`config.mk`:
```
export PLATFORM = sky130hd
export DESIGN_NAME = mda_text_writer
export DESIGN_NICKNAME = d
export VERILOG_FILES = /design/src/rtl/mda_text_writer.sv
export SDC_FILE = /design/constraint.sdc
export NUM_CORES = 1
export LEC_CHECK = 0
export CAP_MARGIN = 20
export CORE_ASPECT_RATIO = 0.5
export CORE_MARGIN = 4
export CORE_UTILIZATION = 55
export CTS_CLUSTER_SIZE = 14
export DETAILED_ROUTE_END_ITERATION = 10
export PLACE_DENSITY = 0.82
export SLEW_MARGIN = 20
export SYNTH_ARGS = -nofsm -noshare
export SYNTH_HDL_FRONTEND = slang
export SYNTH_SLANG_ARGS = --single-unit
```
`constraint.sdc`:
```
create_clock -name clk -period 2.85 [get_ports clk]
set_input_delay 0.57 -clock clk [delete_from_list [all_inputs] [get_ports clk]]
set_output_delay 0.57 -clock clk [all_outputs]
set_load 0.02 [all_outputs]
```
`src/rtl/mda_text_writer.sv`:
```
`default_nettype none
// ============================================================================
// Module   : mda_text_writer
// Purpose  : Byte-stream writer for the 80x25 MDA character RAM. Interprets
//            CR/LF/BS/FF/ESC-attribute, auto-wraps and scrolls via RAM copy.
// Revision : 1.0  initial release
// ============================================================================
module mda_text_writer #(
    parameter int         COLS       = 80,
    parameter int         ROWS       = 25,
    parameter logic [7:0] BLANK_CODE = 8'h20,
    parameter logic [7:0] BLANK_ATTR = 8'h07
) (
    input  logic        clk,
    input  logic        rst,
    input  logic [7:0]  in_data,
    input  logic        in_valid,
    output logic        in_ready,
    output logic        wr_en,
    output logic [10:0] wr_addr,
    output logic [7:0]  wr_code,
    output logic [7:0]  wr_attr,
    output logic [10:0] rd_addr,
    input  logic [7:0]  rd_code,
    input  logic [7:0]  rd_attr,
    output logic [6:0]  cur_col,
    output logic [4:0]  cur_row,
    output logic        busy
);

    localparam logic [6:0]  c_LAST_COL = 7'(COLS - 1);
    localparam logic [4:0]  c_LAST_ROW = 5'(ROWS - 1);
    localparam logic [10:0] c_COLS     = 11'(COLS);
    localparam logic [10:0] c_COPY     = 11'((ROWS - 1) * COLS);
    localparam logic [10:0] c_CELLS    = 11'(ROWS * COLS);

    typedef enum logic [2:0] {
        S_IDLE      = 3'd0,
        S_ESC       = 3'd1,
        S_SCROLL    = 3'd2,
        S_FILL_ROW  = 3'd3,
        S_CLEAR_ALL = 3'd4
    } state_t;

    state_t      r_state, w_state_n;
    logic [6:0]  r_col, w_col_n;
    logic [4:0]  r_row, w_row_n;
    logic [7:0]  r_attr, w_attr_n;
    logic [10:0] r_cnt, w_cnt_n;
    logic        r_wr_en, w_wr_en_n;
    logic [10:0] r_wr_addr, w_wr_addr_n;
    logic [7:0]  r_wr_code, w_wr_code_n;
    logic [7:0]  r_wr_attr, w_wr_attr_n;
    logic [10:0] r_rd_addr, w_rd_addr_n;
    logic        r_in_ready, w_in_ready_n;
    logic        r_busy, w_busy_n;
    logic        w_accept;
    logic        w_lf_req;
    logic [10:0] w_cell_addr;

    assign w_accept    = in_valid & r_in_ready;
    // row*80 as (row<<6)+(row<<4), avoiding a multiplier
    assign w_cell_addr = {r_row, 6'b0} + {2'b0, r_row, 4'b0} + {4'b0, r_col};

    always_ff @(posedge clk or negedge rst) begin
        if (!rst) begin
            r_state    <= S_IDLE;
            r_col      <= '0;
            r_row      <= '0;
            r_attr     <= BLANK_ATTR;
            r_cnt      <= '0;
            r_wr_en    <= 1'b0;
            r_wr_addr  <= '0;
            r_wr_code  <= '0;
            r_wr_attr  <= '0;
            r_rd_addr  <= '0;
            r_in_ready <= 1'b0;
            r_busy     <= 1'b0;
        end else begin
            r_state    <= w_state_n;
            r_col      <= w_col_n;
            r_row      <= w_row_n;
            r_attr     <= w_attr_n;
            r_cnt      <= w_cnt_n;
            r_wr_en    <= w_wr_en_n;
            r_wr_addr  <= w_wr_addr_n;
            r_wr_code  <= w_wr_code_n;
            r_wr_attr  <= w_wr_attr_n;
            r_rd_addr  <= w_rd_addr_n;
            r_in_ready <= w_in_ready_n;
            r_busy     <= w_busy_n;
        end
    end

    always_comb begin
        w_state_n   = r_state;
        w_col_n     = r_col;
        w_row_n     = r_row;
        w_attr_n    = r_attr;
        w_cnt_n     = r_cnt;
        w_wr_en_n   = 1'b0;
        w_wr_addr_n = r_wr_addr;
        w_wr_code_n = r_wr_code;
        w_wr_attr_n = r_wr_attr;
        w_rd_addr_n = r_rd_addr;
        w_lf_req    = 1'b0;

        case (r_state)
            S_IDLE: begin
                if (w_accept) begin
                    case (in_data)
                        8'h0D: w_col_n = '0;
                        8'h0A: w_lf_req = 1'b1;
                        8'h08: begin
                            if (r_col != '0) w_col_n = r_col - 7'd1;
                        end
                        8'h0C: begin
                            w_state_n = S_CLEAR_ALL;
                            w_cnt_n   = '0;
                            w_col_n   = '0;
                            w_row_n   = '0;
                        end
                        8'h1B: w_state_n = S_ESC;
                        default: begin
                            w_wr_en_n   = 1'b1;
                            w_wr_addr_n = w_cell_addr;
                            w_wr_code_n = in_data;
                            w_wr_attr_n = r_attr;
                            if (r_col == c_LAST_COL) begin
                                w_col_n  = '0;
                                w_lf_req = 1'b1;
                            end else begin
                                w_col_n = r_col + 7'd1;
                            end
                        end
                    endcase
                    if (w_lf_req) begin
                        if (r_row == c_LAST_ROW) begin
                            w_state_n   = S_SCROLL;
                            w_cnt_n     = '0;
                            w_rd_addr_n = c_COLS;
                        end else begin
                            w_row_n = r_row + 5'd1;
                        end
                    end
                end
            end

            S_ESC: begin
                if (w_accept) begin
                    w_attr_n  = in_data;
                    w_state_n = S_IDLE;
                end
            end

            // Cycle k reads 80+k; data returns in cycle k+1 and is registered
            // as the write of cell k, so the write stream trails reads by one.
            S_SCROLL: begin
                if (r_cnt != '0) begin
                    w_wr_en_n   = 1'b1;
                    w_wr_addr_n = r_cnt - 11'd1;
                    w_wr_code_n = rd_code;
                    w_wr_attr_n = rd_attr;
                end
                if (r_cnt < c_COPY - 11'd1) begin
                    w_rd_addr_n = r_cnt + c_COLS + 11'd1;
                end
                if (r_cnt == c_COPY) begin
                    w_state_n = S_FILL_ROW;
                    w_cnt_n   = '0;
                end else begin
                    w_cnt_n = r_cnt + 11'd1;
                end
            end

            S_FILL_ROW: begin
                w_wr_en_n   = 1'b1;
                w_wr_addr_n = c_COPY + r_cnt;
                w_wr_code_n = BLANK_CODE;
                w_wr_attr_n = BLANK_ATTR;
                if (r_cnt == c_COLS - 11'd1) begin
                    w_state_n = S_IDLE;
                    w_cnt_n   = '0;
                end else begin
                    w_cnt_n = r_cnt + 11'd1;
                end
            end

            S_CLEAR_ALL: begin
                w_wr_en_n   = 1'b1;
                w_wr_addr_n = r_cnt;
                w_wr_code_n = BLANK_CODE;
                w_wr_attr_n = BLANK_ATTR;
                if (r_cnt == c_CELLS - 11'd1) begin
                    w_state_n = S_IDLE;
                    w_cnt_n   = '0;
                end else begin
                    w_cnt_n = r_cnt + 11'd1;
                end
            end

            default: w_state_n = S_IDLE;
        endcase

        w_in_ready_n = (w_state_n == S_IDLE) || (w_state_n == S_ESC);
        w_busy_n     = (w_state_n == S_SCROLL) || (w_state_n == S_FILL_ROW) ||
                       (w_state_n == S_CLEAR_ALL);
    end

    assign in_ready = r_in_ready;
    assign busy     = r_busy;
    assign wr_en    = r_wr_en;
    assign wr_addr  = r_wr_addr;
    assign wr_code  = r_wr_code;
    assign wr_attr  = r_wr_attr;
    assign rd_addr  = r_rd_addr;
    assign cur_col  = r_col;
    assign cur_row  = r_row;

endmodule
`default_nettype wire

```
**Word-level counts from Yosys, hierarchy flattened**

Index checks and enable logic that the tools add are counted.

- Logic and storage cells: 120
- Memory bits (read-only): 0
- Memories: 0
- Input bits: 27
- Register bits: 75
- Latch bits: 0
- Memory bits (writable): 0

- Reductions and logical operators: 22
- Bitwise logic cells: 2
- Eq/ne operators: 25
- Multiply operators: 0
- Divide/modulo/power cells: 0
- Add/subtract/negate cells: 10
- $lt $le $gt $ge: 1
- Mux-type cells: 48
- Shifts and indexed selects: 0

Operators with widths:

| kind | number |
|---|---|
| $mux W11 | 14 |
| $pmux W11 S4 | 2 |
| $mux W8 | 6 |
| $pmux W8 S3 | 2 |
| $eq A8 B4 Y1 const B | 4 |
| $add A11 B1 Y11 const B | 2 |
| $eq A11 B11 Y1 const B | 2 |
| $pmux W11 S2 | 1 |
| $mux W3 | 7 |
| $pmux W7 S3 | 1 |
| $mux W5 | 3 |
| $pmux W3 S5 | 1 |
| $mux W7 | 2 |
| $eq A3 B2 Y1 const B | 4 |
| $ne A2 B2 Y1 const B | 6 |
| $reduce_and A4 Y1 | 3 |
| $add A11 B11 Y11 const A | 1 |
| $add A11 B7 Y11 | 1 |
| $add A11 B7 Y11 const B | 1 |
| $add A11 B9 Y11 | 1 |
| $eq A11 B7 Y1 const B | 1 |
| $lt A11 B11 Y1 const B | 1 |
| $reduce_bool A11 Y1 | 1 |
| $sub A11 B1 Y11 const B | 1 |
| 26 further kinds | 40 |

**Depth between registers and ports, before layout**

- Depth after elaboration: 11
- Gate-level depth with buffers: 10
- Mapped depth without buffers: 9

**Least setup slack after synthesis**

Ideal clock, no wire load.

- Path type: reg2reg
- Start point: register r_col[6], in the netlist cur_col[6]
- End point: register r_wr_addr[9], in the netlist wr_addr[9]
- Arrival time: 2,379 ps
- Clock period less this slack: 2,500 ps
- Required time: 2,729 ps
- Stages on the path, launching flop included: 8
- Slack: 350 ps
- Cells stage by stage: dfrtp_1 > fa_1 > fa_1 > a21o_1 > a21oi_1 > xnor2_1 > a32o_1 > o22a_1

- Word-level cells in the longest chain between the ends: 4

RTL lines:

| element | line | RTL |
|---|---|---|
| start, declared | 46 | `logic [6:0] r_col, w_col_n;` |
| start signal, assigned | 81 | `r_col <= w_col_n;` |
| $add A11 B7 Y11 | 63 | `assign w_cell_addr = {r_row, 6'b0} + {2'b0, r_row, 4'b0} + {4'b0, r_col};` |
| $mux W11 | 111 | `case (in_data)` |
| $mux W11 | 110 | `if (w_accept) begin` |
| $pmux W11 S4 | 108 | `case (r_state)` |
| end signal, assigned | 86 | `r_wr_addr <= w_wr_addr_n;` |
| end, declared | 51 | `logic [10:0] r_wr_addr, w_wr_addr_n;` |

Every way passes these cells. The select of a mux whose other input is x is not followed.
A chain may end at the register's enable or synchronous reset.

**Worst setup path after layout**

- Start point: register r_col[6], in the netlist cur_col[6]
- End point: register r_wr_addr[7], in the netlist wr_addr[7]

Same word-level chain as after synthesis.

==> flow_summary.toml <==
[synth]
synth.yosys.warnings = 0
yosys_register_bits = 75
synth_top_area_cell = "dfrtp_1"
synthTopCellsByArea = "dfrtp_1, ha_1, nor2_1"
synth_compound_area_share_pct = 25.02
yosysUniqueCellTypes = 80
synth_nets = 616
synth_top_area_share_pct = 36.24
syn_area_um2 = 4971
yosysSeqAreaShare_pct = 37.83
synthAdderAreaFrac_pct = 5.588
synth-xor-area-share_pct = 2.643
syn_inst = 568
async_flop_share_pct = 100.0
synth_ff_type = "dfrtp_1"
synth_edf_count = 0
synth_top_family_by_area = "compound AO/OA/AOI/OAI gates"
synth_common_cells = "dfrtp_1, nor2_1, nand2_1"
synth-simple-area-share_pct = 20.29
synth_most_common_cell = "dfrtp_1"
synth_mux_area_share_pct = 2.945
syn_area_per_cell_um2 = 8.752

[drt]
drc = 0
drt-pass1-iter-count = 5
route.antenna.remaining_nets = 0
wl_um = 14130
vias = 4826
post_drt_via_cell_ratio = 6.276
drtIter0Drc = 421
wl_per_cell_um = 18.37

[worst_setup_path]
crit_path_max_fanout = 7
critical_path.reg2reg.endpoint = "wr_addr[7]"
crit_buf_inv = 0
end_kind = "register"
cp_common_cell = "fa_1"
path_class = "reg2reg"
reg2reg_slack_ns = 0.22
crit_chain = "fa_1 -> fa_1 -> xnor2_1 -> nor2_1 -> a311oi_1 -> a221o_1 -> a21oi_1"
slowest_stage = "fa_1"
cp.required_ns = 3.07
setup.worst_path.start_class = "register"
crit-reg2reg-launch = "cur_col[6]"
crit_family = "adder cells"
worstPathArrival_ns = 2.86
r2r_cells = 7
cpPeakStageDelay_ns = 0.58

[cts]
cts_resized = 0
worstSkewPairLatency_ns = 0.35
path_clk_slew_ns = 0.07
cts_sinks = 75
cts_setup_buffers = 0
clockBufferDepth = 2
numCtsBuffers = 9
cts_tree = "done"
cts.hold.buffers_added = 0
clock-root-buffer = "clkbuf_16"
htreeDepth = 3

[power_and_ir_drop]
p_sw_mw = 2.370
ir_drop_uv = 502.8
clkPwrFrac_pct = 19.4
pwr-share-seq_pct = 33.1
p_leak_nw = 2.654
powerDensity_nw_per_um2 = 898.8
power.internal_mw = 3.240
pwr-share-comb_pct = 47.5
switching_share_pct = 42.24
p_total_mw = 5.609

[placement]
gp_congestion = 1.006
place_area_um2 = 5959
dp_hpwl_um = 10310
numPortBuffers = 79

[sta]
slew_headroom_pct = 34.97
fin_crit_ns = 2.634
hold_ws_ns = 0.3684
rsz0062_at_grt = "false"
max_freq_mhz = 379.6
finalClockSkew_ns = 0.009622
slew_violations = 0
setup_tns_ns = 0
hold_violations = 0
setup_viol_count_final = 0
post-route-period-util_pct = 92.44
worst_pin_slew_ns = 0.9754

[grt]
grt_use_total_pct = 27.53
grt_overflow_total = 0
grt_pass1_wl_um = 23240
antenna_found_initial = 0
grt_max_degree = 76
grt_pass1_vias = 4557

[die]
initial_utilization_pct = 56.89
io_pins = 80
coreArea_um2 = 8738
die_h_um = 75.23
die-area_um2 = 10720
die_x_um = 142.5
num_rows = 24

[final_layout]
area_growth_pct = 25.55
final_nets = 695
fin_area_um2 = 6241
antennaDiodeCount = 0
n_fill_cell = 675
drive_gt1_share_pct = 12.42
fin_util_pct = 71.42

[run_status]
status = "complete, no violations"

[job]
max_cap_viol_count = 0

[min_path]
hold_path.class = "in2async"
[cell families (layout without fill, tap and decap cells)]
family          after synthesis  after routing
fa+ha+maj                    21             21
buf+inv                      62            146
flops                        75             75
compound gates              185            185
xor+xnor                     15             15
simple gates                197            197
mux                          13             13
[how the worst max path moves through the flow]
stage	start	end	slack, ns	depth (start not counted)
floorplan	cur_col[6]	wr_addr[9]	0.35	7
global placement	cur_col[6]	wr_addr[7]	0.21	7
detailed placement	in_data[5]	cur_col[5]	0.11	7
CTS	cur_col[6]	wr_addr[7]	0.20	7
global route	cur_row[0]	wr_addr[7]	0.04	7
finish	cur_col[6]	wr_addr[7]	0.22	7
[layout by cell type (no fill, tap or decap), drive strengths merged, types with 7 or more instances in the layout]
cell           instances
nor3                  12
nand2                 52
nand3                 18
a22oi                 17
and3                  10
dfrtp                 72
o31ai                 11
a21oi                 41
a22o                  10
xnor2                 13
nor2                  63
clkdlybuf4s50         78
inv                   22
ha                    19
clkbuf                 9
a31oi                 12
mux2                  10
o21ai                 36
buf                   33
a21o                   7
o22ai                  9
[power by group through the flow]
stage,Combinational (mW),Clock [mW],Sequential [mW]
floorplan,1.43,0,1.99
global route,2.89,1.15,1.91
CTS,2.66,1.10,1.85
finish,2.66,1.09,1.86
detailed placement,2.64,0,1.86
global placement,2.58,0,1.84
[registers in the layout (all words and copies together), names as in the netlist]
register and cells:
wr_attr 8, wr_code 8, r_attr 8, busy 1, wr_addr 11, cur_col 7, r_state 3, in_ready 1
wr_en 1, r_cnt 11, cur_row 5, rd_addr 11
[layer usage]
| metal | wire length (µm) | global-route usage, % | share of wire, % |
|---|---|---|---|
| met1 | 6362 | 38.29 | 45 |
| met2 | 6368 | 42.62 | 45 |
| met3 | 1051 | 6.155 | 7.4 |
| met4 | 345 | 10.64 | 2.4 |
| met5 | 0 | 0 | 0 |
[cell type report]
type	count	area (µm²)	area share, %
sequential	75	1881	30.13
clock buffer	9	225.2	3.609
tap	117	146.4	2.346
multi-input combinational	431	2808	44.99
timing repair buffer	111	1054	16.88
inverter	19	71.32	1.143
clock inverter	7	56.30	0.9022
[stage by stage]
| step | worst slack (ns) | cells |
|---|---|---|
| 3_5_place_dp | 0.1104 | 753 |
| 3_3_place_gp | 0.2088 | 753 |
| 4_1_cts | 0.2001 | 769 |
| 2_1_floorplan | 0.3503 | 568 |
| 6_report | 0.2156 | 769 |
| 5_1_grt | 0.03720 | 769 |
Power figures use the tool's default switching activity.
